## config.mk

```make
export PLATFORM = sky130hd
export DESIGN_NAME = timer_counter
export DESIGN_NICKNAME = d
export VERILOG_FILES = /design/src/rtl/timer_counter.sv
export SDC_FILE = /design/constraint.sdc
export NUM_CORES = 1
export LEC_CHECK = 0
export ABC_CLOCK_PERIOD_IN_PS = 4300
export BUFFER_PORTS_ARGS = -buffer_cell sky130_fd_sc_hd__buf_4
export CAP_MARGIN = 20
export CELL_PAD_IN_SITES_DETAIL_PLACEMENT = 0
export CELL_PAD_IN_SITES_GLOBAL_PLACEMENT = 1
export CORE_MARGIN = 2
export CORE_UTILIZATION = 25
export CTS_BUF_LIST = sky130_fd_sc_hd__clkbuf_8
export DETAILED_ROUTE_END_ITERATION = 8
export MAX_ROUTING_LAYER = met4
export PLACE_DENSITY_LB_ADDON = 0.2
export SLEW_MARGIN = 20
export SYNTH_ARGS = -nofsm -noshare
export SYNTH_HDL_FRONTEND = slang
export SYNTH_SLANG_ARGS = --single-unit
```

## constraint.sdc

```tcl
create_clock -name clk -period 4.3 [get_ports clk]
set_clock_uncertainty 0.05 [all_clocks]
set_input_delay 0.86 -clock clk [delete_from_list [all_inputs] [get_ports clk]]
set_output_delay 0.86 -clock clk [all_outputs]
set_load 0.02 [all_outputs]
```

## src/rtl/timer_counter.sv

```systemverilog
// Bus-mapped countdown timer with one-shot/auto-reload modes and a level IRQ.
// Optional macro TC_COUNT_WR_EN makes the COUNT register CPU-writable.
module timer_counter #(
  parameter int CNT_WIDTH = 32
) (
  input  logic        clk,
  input  logic        reset,
  input  logic [31:0] Addr,
  input  logic        WE,
  input  logic [31:0] Din,
  output logic [31:0] Dout,
  output logic        IRQ
);

  typedef enum logic [1:0] {
    S_IDLE = 2'd0,
    S_LOAD = 2'd1,
    S_CNT  = 2'd2,
    S_INT  = 2'd3
  } state_t;

  localparam logic [CNT_WIDTH-1:0] ONE = CNT_WIDTH'(1);

`ifdef TC_COUNT_WR_EN
  localparam bit COUNT_WR = 1'b1;
`else
  localparam bit COUNT_WR = 1'b0;
`endif

  state_t               state;
  logic                 ctrl_en;
  logic [1:0]           ctrl_mode;
  logic                 ctrl_im;
  logic [CNT_WIDTH-1:0] preset;
  logic [CNT_WIDTH-1:0] count;
  logic                 flag;

  logic wr_ctrl;
  logic wr_preset;
  logic wr_count;
  logic auto_reload;
  logic unused_addr;

  assign wr_ctrl     = WE && (Addr[3:2] == 2'd0);
  assign wr_preset   = WE && (Addr[3:2] == 2'd1);
  assign wr_count    = WE && (Addr[3:2] == 2'd2);
  // Only MODE=01 reloads; the undefined 1x encodings behave as one-shot.
  assign auto_reload = (ctrl_mode == 2'b01);
  assign unused_addr = ^{Addr[31:4], Addr[1:0]};

  assign IRQ = ctrl_im & flag;

  always_comb begin
    Dout = '0;
    case (Addr[3:2])
      2'd0:    Dout = {28'd0, ctrl_im, ctrl_mode, ctrl_en};
      2'd1:    Dout = 32'(preset);
      2'd2:    Dout = 32'(count);
      default: Dout = '0;
    endcase
  end

  always_ff @(posedge clk or negedge reset) begin
    if (!reset) begin
      state     <= S_IDLE;
      ctrl_en   <= 1'b0;
      ctrl_mode <= 2'b00;
      ctrl_im   <= 1'b0;
      preset    <= '0;
      count     <= '0;
      flag      <= 1'b0;
    end else begin
      case (state)
        S_IDLE: begin
          if (ctrl_en) state <= S_LOAD;
        end
        S_LOAD: begin
          count <= preset;
          state <= S_CNT;
        end
        S_CNT: begin
          if (!ctrl_en) begin
            state <= S_IDLE;
          end else if (count <= ONE) begin
            count <= '0;
            flag  <= 1'b1;
            state <= S_INT;
          end else begin
            count <= count - ONE;
          end
        end
        S_INT: begin
          if (auto_reload) flag <= 1'b0;
          else             ctrl_en <= 1'b0;
          state <= S_IDLE;
        end
        default: state <= S_IDLE;
      endcase

      // CPU writes come last so they win over the FSM updates on the same edge.
      if (wr_ctrl) begin
        ctrl_en   <= Din[0];
        ctrl_mode <= Din[2:1];
        ctrl_im   <= Din[3];
        flag      <= 1'b0;
      end
      if (wr_preset) begin
        preset <= Din[CNT_WIDTH-1:0];
        flag   <= 1'b0;
      end
      if (COUNT_WR && wr_count) count <= Din[CNT_WIDTH-1:0];
    end
  end

endmodule

```

## Word-level counts from Yosys, hierarchy flattened

Index checks and enable logic that the tools add are counted.

- $add $sub $neg: 1
- $mul: 0
- Divide/modulo/power cells: 0
- Magnitude comparators: 1
- Equal/unequal tests: 13
- Shift operators: 0
- Mux-type cells: 17
- Bitwise operators: 1
- Reduce and logical (&&, ||, !) cells: 11

Operators with widths:

| operator | count |
|---|---|
| $pmux 32 s3 | 1 |
| $mux 32 | 2 |
| $pmux 32 s2 | 1 |
| $le 32x1->1 const B | 1 |
| $sub 32x1->32 const B | 1 |
| $ne 4x4->1 const B | 3 |
| $mux 1 | 8 |
| $pmux 2 s4 | 1 |
| $eq 2x1->1 const B | 3 |
| $eq 2x2->1 const B | 3 |
| $mux 2 | 3 |
| $ne 2x2->1 const B | 3 |
| $reduce_and 2->1 | 3 |
| $logic_not 2->1 | 2 |
| $reduce_and 4->1 | 1 |
| $reduce_bool 2->1 | 2 |
| $reduce_bool 4->1 | 1 |
| $ne 3x3->1 const B | 1 |
| $logic_and 1x1->1 | 2 |
| $pmux 1 s2 | 1 |
| $and 1x1->1 | 1 |

- Flip-flop bits (word level): 71
- Bits in latches: 0
- Memory bits (writable): 0
- Bits in read-only memories: 0
- Input bits: 67
- Memories kept: 0

## Depth between registers and ports, before layout

- Depth after elaboration: 6
- Depth in mapped cells: 8
- Depth with buffers taken out: 7

## Worst setup path after synthesis

Ideal clock, no wire load.

- Kind: input-to-output
- Start point: input port Addr[3]
- End point: output port Dout[10]
- Arrival: 2.129 ns
- Slack: 1.261 ns
- Stages on the path: 5
- Cells stage by stage: clkbuf_1 > nor2b_1 > clkbuf_1 > clkbuf_1 > a22o_1

- Cells in the longest elaborated chain, start to end: 2
- Elaborated cells on any way between the ends: 4
- Classes of those cells: 2 x eq/ne; 1 x mux; 1 x reduce/logical

RTL lines:

| element | RTL line | RTL |
|---|---|---|
| start: declaration | 8 | `input logic [31:0] Addr,` |
| $eq 2x2->1 (tied with other cells) | 55 | `case (Addr[3:2])` |
| $pmux 32 s3 * | 55 |  |
| end: declaration | 11 | `output logic [31:0] Dout,` |

Every way passes the cells marked *; elsewhere a longest branch is shown, timed or not.

## Worst setup path after layout

- Start point: input port Addr[3]
- End point: output port Dout[23]

The elaborated chain is that of the path after synthesis.

==> summary.md <==
| Metric | Value |
|---|---|
| P&R area growth vs syn | `21.9%` |
| Number of synthesized flops with an enable pin | `0` |
| Antenna violations before repair | `0` |
| Max Cap Viol | `0` |
| Fraction of layout cells with a size suffix above 1 | `0.309` |
| Vias/cell | `5.25` |
| Status | `finished clean` |
| WP data required | `3.39 ns` |
| Reg clk slew, reported paths | `0.07 ns` |
| CTS Buffer Depth | `2` |
| Clock latency on the worst-skew pair | `0.37 ns` |
| R2R cell count | `5` |
| Distinct cells, synth | `55` |
| Layout Cells excl Fill | `685` |
| Worst-path cell chain | `buf_4, nor2b_2, buf_4, a22o_1, buf_4` |
| Family with the most delay on the worst path | `buffers and inverters` |
| Register area share after synthesis | `0.433` |
| 1st-pass router iterations | `4` |
| Final Max Tran Viols | `0` |
| Leak Pwr | `2.09 nW` |
| Final Hold Vio Count | `0` |
| Slew @ Worst Pin | `0.980 ns` |
| PD cells | `573 nW/um^2` |
| Seq cells post-synth | `71` |
| Ant. Diodes | `0` |
| WHS Path Cells | `1` |
| Hpwl dp | `9100 um` |
| Core Rows | `46` |
| Max rail drop VDD | `0.187 mV` |
| Crit start category | `input port` |
| Critical path's largest stage delay | `0.59 ns` |
| Most frequent cells in the layout | `82 x buf_4, 71 x dfrtp_1, 35 x mux2_2, 32 x a22o_1, 31 x nand2_1` |
| Pwr Total | `2.87 mW` |
| Vias in the first global route | `3796` |
| Dpl cells | `670` |
| Critical Path AT | `2.26 ns` |
| Total gr overflow | `0` |
| Crit path time final | `3.17 ns` |
| Die H | `132 um` |
| Gr usage total | `0.162` |
| Input/output buffers | `69` |
| CP most frequent cell | `buf_4` |
| Syn_nets | `476` |
| Full die area | `17500 um^2` |
| CP Class | `in2out` |
| I/O Pins | `100` |
| Worst hold-check path type | `reg2reg` |
| Die width | `132 um` |
| # clock sinks | `71` |
| Worst setup EP type | `output port` |
| WL/cell | `19.4 um` |
| CTS tree | `built` |
| Post-Syn Area | `4100 um^2` |
| Mapped Cells | `407` |
| H-tree depth | `3` |
| Most common cell after layout, fill and taps aside | `buf_4` |
| Synth Flop Type | `dfrtp_1` |
| Max frequency | `316 MHz` |
| CTS resizes | `0` |
| RSZ-0062 raised after global routing | `false` |
| RD Place Congestion | `0.816` |
| Antenna-violating nets left | `0` |
| First-pass GRT wire length | `21600 um` |
| Rel. slew slack | `0.346` |
| Slowest CP cell | `nor2b_2` |
| Asr flop ratio synth | `1.00` |
| CTS Buf Count | `9` |
| Fin crit share | `0.737` |
| Post-CTS setup buffer count | `0` |
| # setup viols final | `0` |
| Flop-to-flop setup slack | `1.17 ns` |
| YS warnings | `0` |
| CP Depth | `5` |
| Starting Density | `0.257` |
| Starting DRC count in detailed routing | `220` |
| CP Max Fanout | `12` |
| Vias | `3596` |
| Syn Area/Cell | `10.1 um^2` |
| Drt total wl | `13300 um` |
| Remaining DRCs | `0` |
| Nets@finish | `534` |
| Hold buffer count at cts | `0` |
| Setup TNS | `0 ns` |
| Worst Path Buf+Inv | `3` |
| Clock Root Buffer | `clkbuf_8` |
| Area of the core | `15900 um^2` |
| Largest net degree at the start of global routing | `72` |
## where the power goes
group | internal, mW | leakage (nW) | total [mW] | switching [mW]
logic | 0.517 | 1.13 | 1.22 | 0.701
registers | 0.885 | 0.862 | 1.18 | 0.292
clock network | 0.213 | 0.0971 | 0.470 | 0.258
## cell type report
class                      count  area, um^2
fill                        1701       10900
multi-input combinational    294        2160
sequential                    71        1780
timing repair buffer          82         616
tap                          216         270
clock buffer                  10         138
inverter                       7        26.3
clock inverter                 5        20.0
## final timing paths
| path | start | to |
|---|---|---|
| max in group asynchronous | reset | count[30] |
| max | Addr[3] | Dout[23] |
| min in group asynchronous | reset | preset[5] |
| max reg2reg | count[16] | count[4] |
| min | preset[5] | preset[5] |
| min reg2reg | preset[5] | preset[5] |
## routing by layer
metal | vias to the layer above | GRT usage | wire length, um
li1 | 1703 | - | -
met2 | 73 | 0.246 | 6150
met4 | 0 | 0.0537 | 201
met5 | - | - | 0
met1 | 1806 | 0.217 | 6550
met3 | 14 | 0.0323 | 412
## synth_stat cells, drive strengths merged, types with 6 or more instances
master   n  area [um^2]
mux2    35          394
nand3   18         90.1
buf     10         63.8
a21oi    8         51.3
nor3    14         75.1
dfrtp   71         1780
nor2    14         52.6
a22o    33          290
a22oi    9         67.6
nand4    7         43.8
o31ai   15          113
nor2b    7         43.8
o41ai    6         52.6
o21ai   11         55.1
mux2i    6         60.1
nand2   31          116
or4      6         57.6
o221ai   6         52.6
nor4     9         71.3
or3     12         76.3
clkbuf  25         95.1
inv      7         26.3
## flip-flops by register name, indices dropped and copies added (netlist names)
register and flops:
state 2, ctrl_im 1, count 32, ctrl_en 1, ctrl_mode 2, preset 32
flag 1
## cell families after synthesis
family	share of synthesized area
AOI/OAI and AO/OA	0.223
adders and majority gates	0.00610
buffers and inverters	0.0451
and+or+nand+nor	0.182
DFF	0.433
muxes	0.111
## through the flow
step                setup slack, ns  cell area, um^2   util  hold WS (ns)
detailed placement             1.13             4840  0.304         0.474
global placement               1.06             4840  0.304         0.458
finish                         1.13             5000  0.314         0.485
CTS                            1.12             5000  0.314         0.492
global route                   1.05             5000  0.314         0.515
floorplan                      1.26             4100      -         0.423
(Power assumes the default switching activity.)
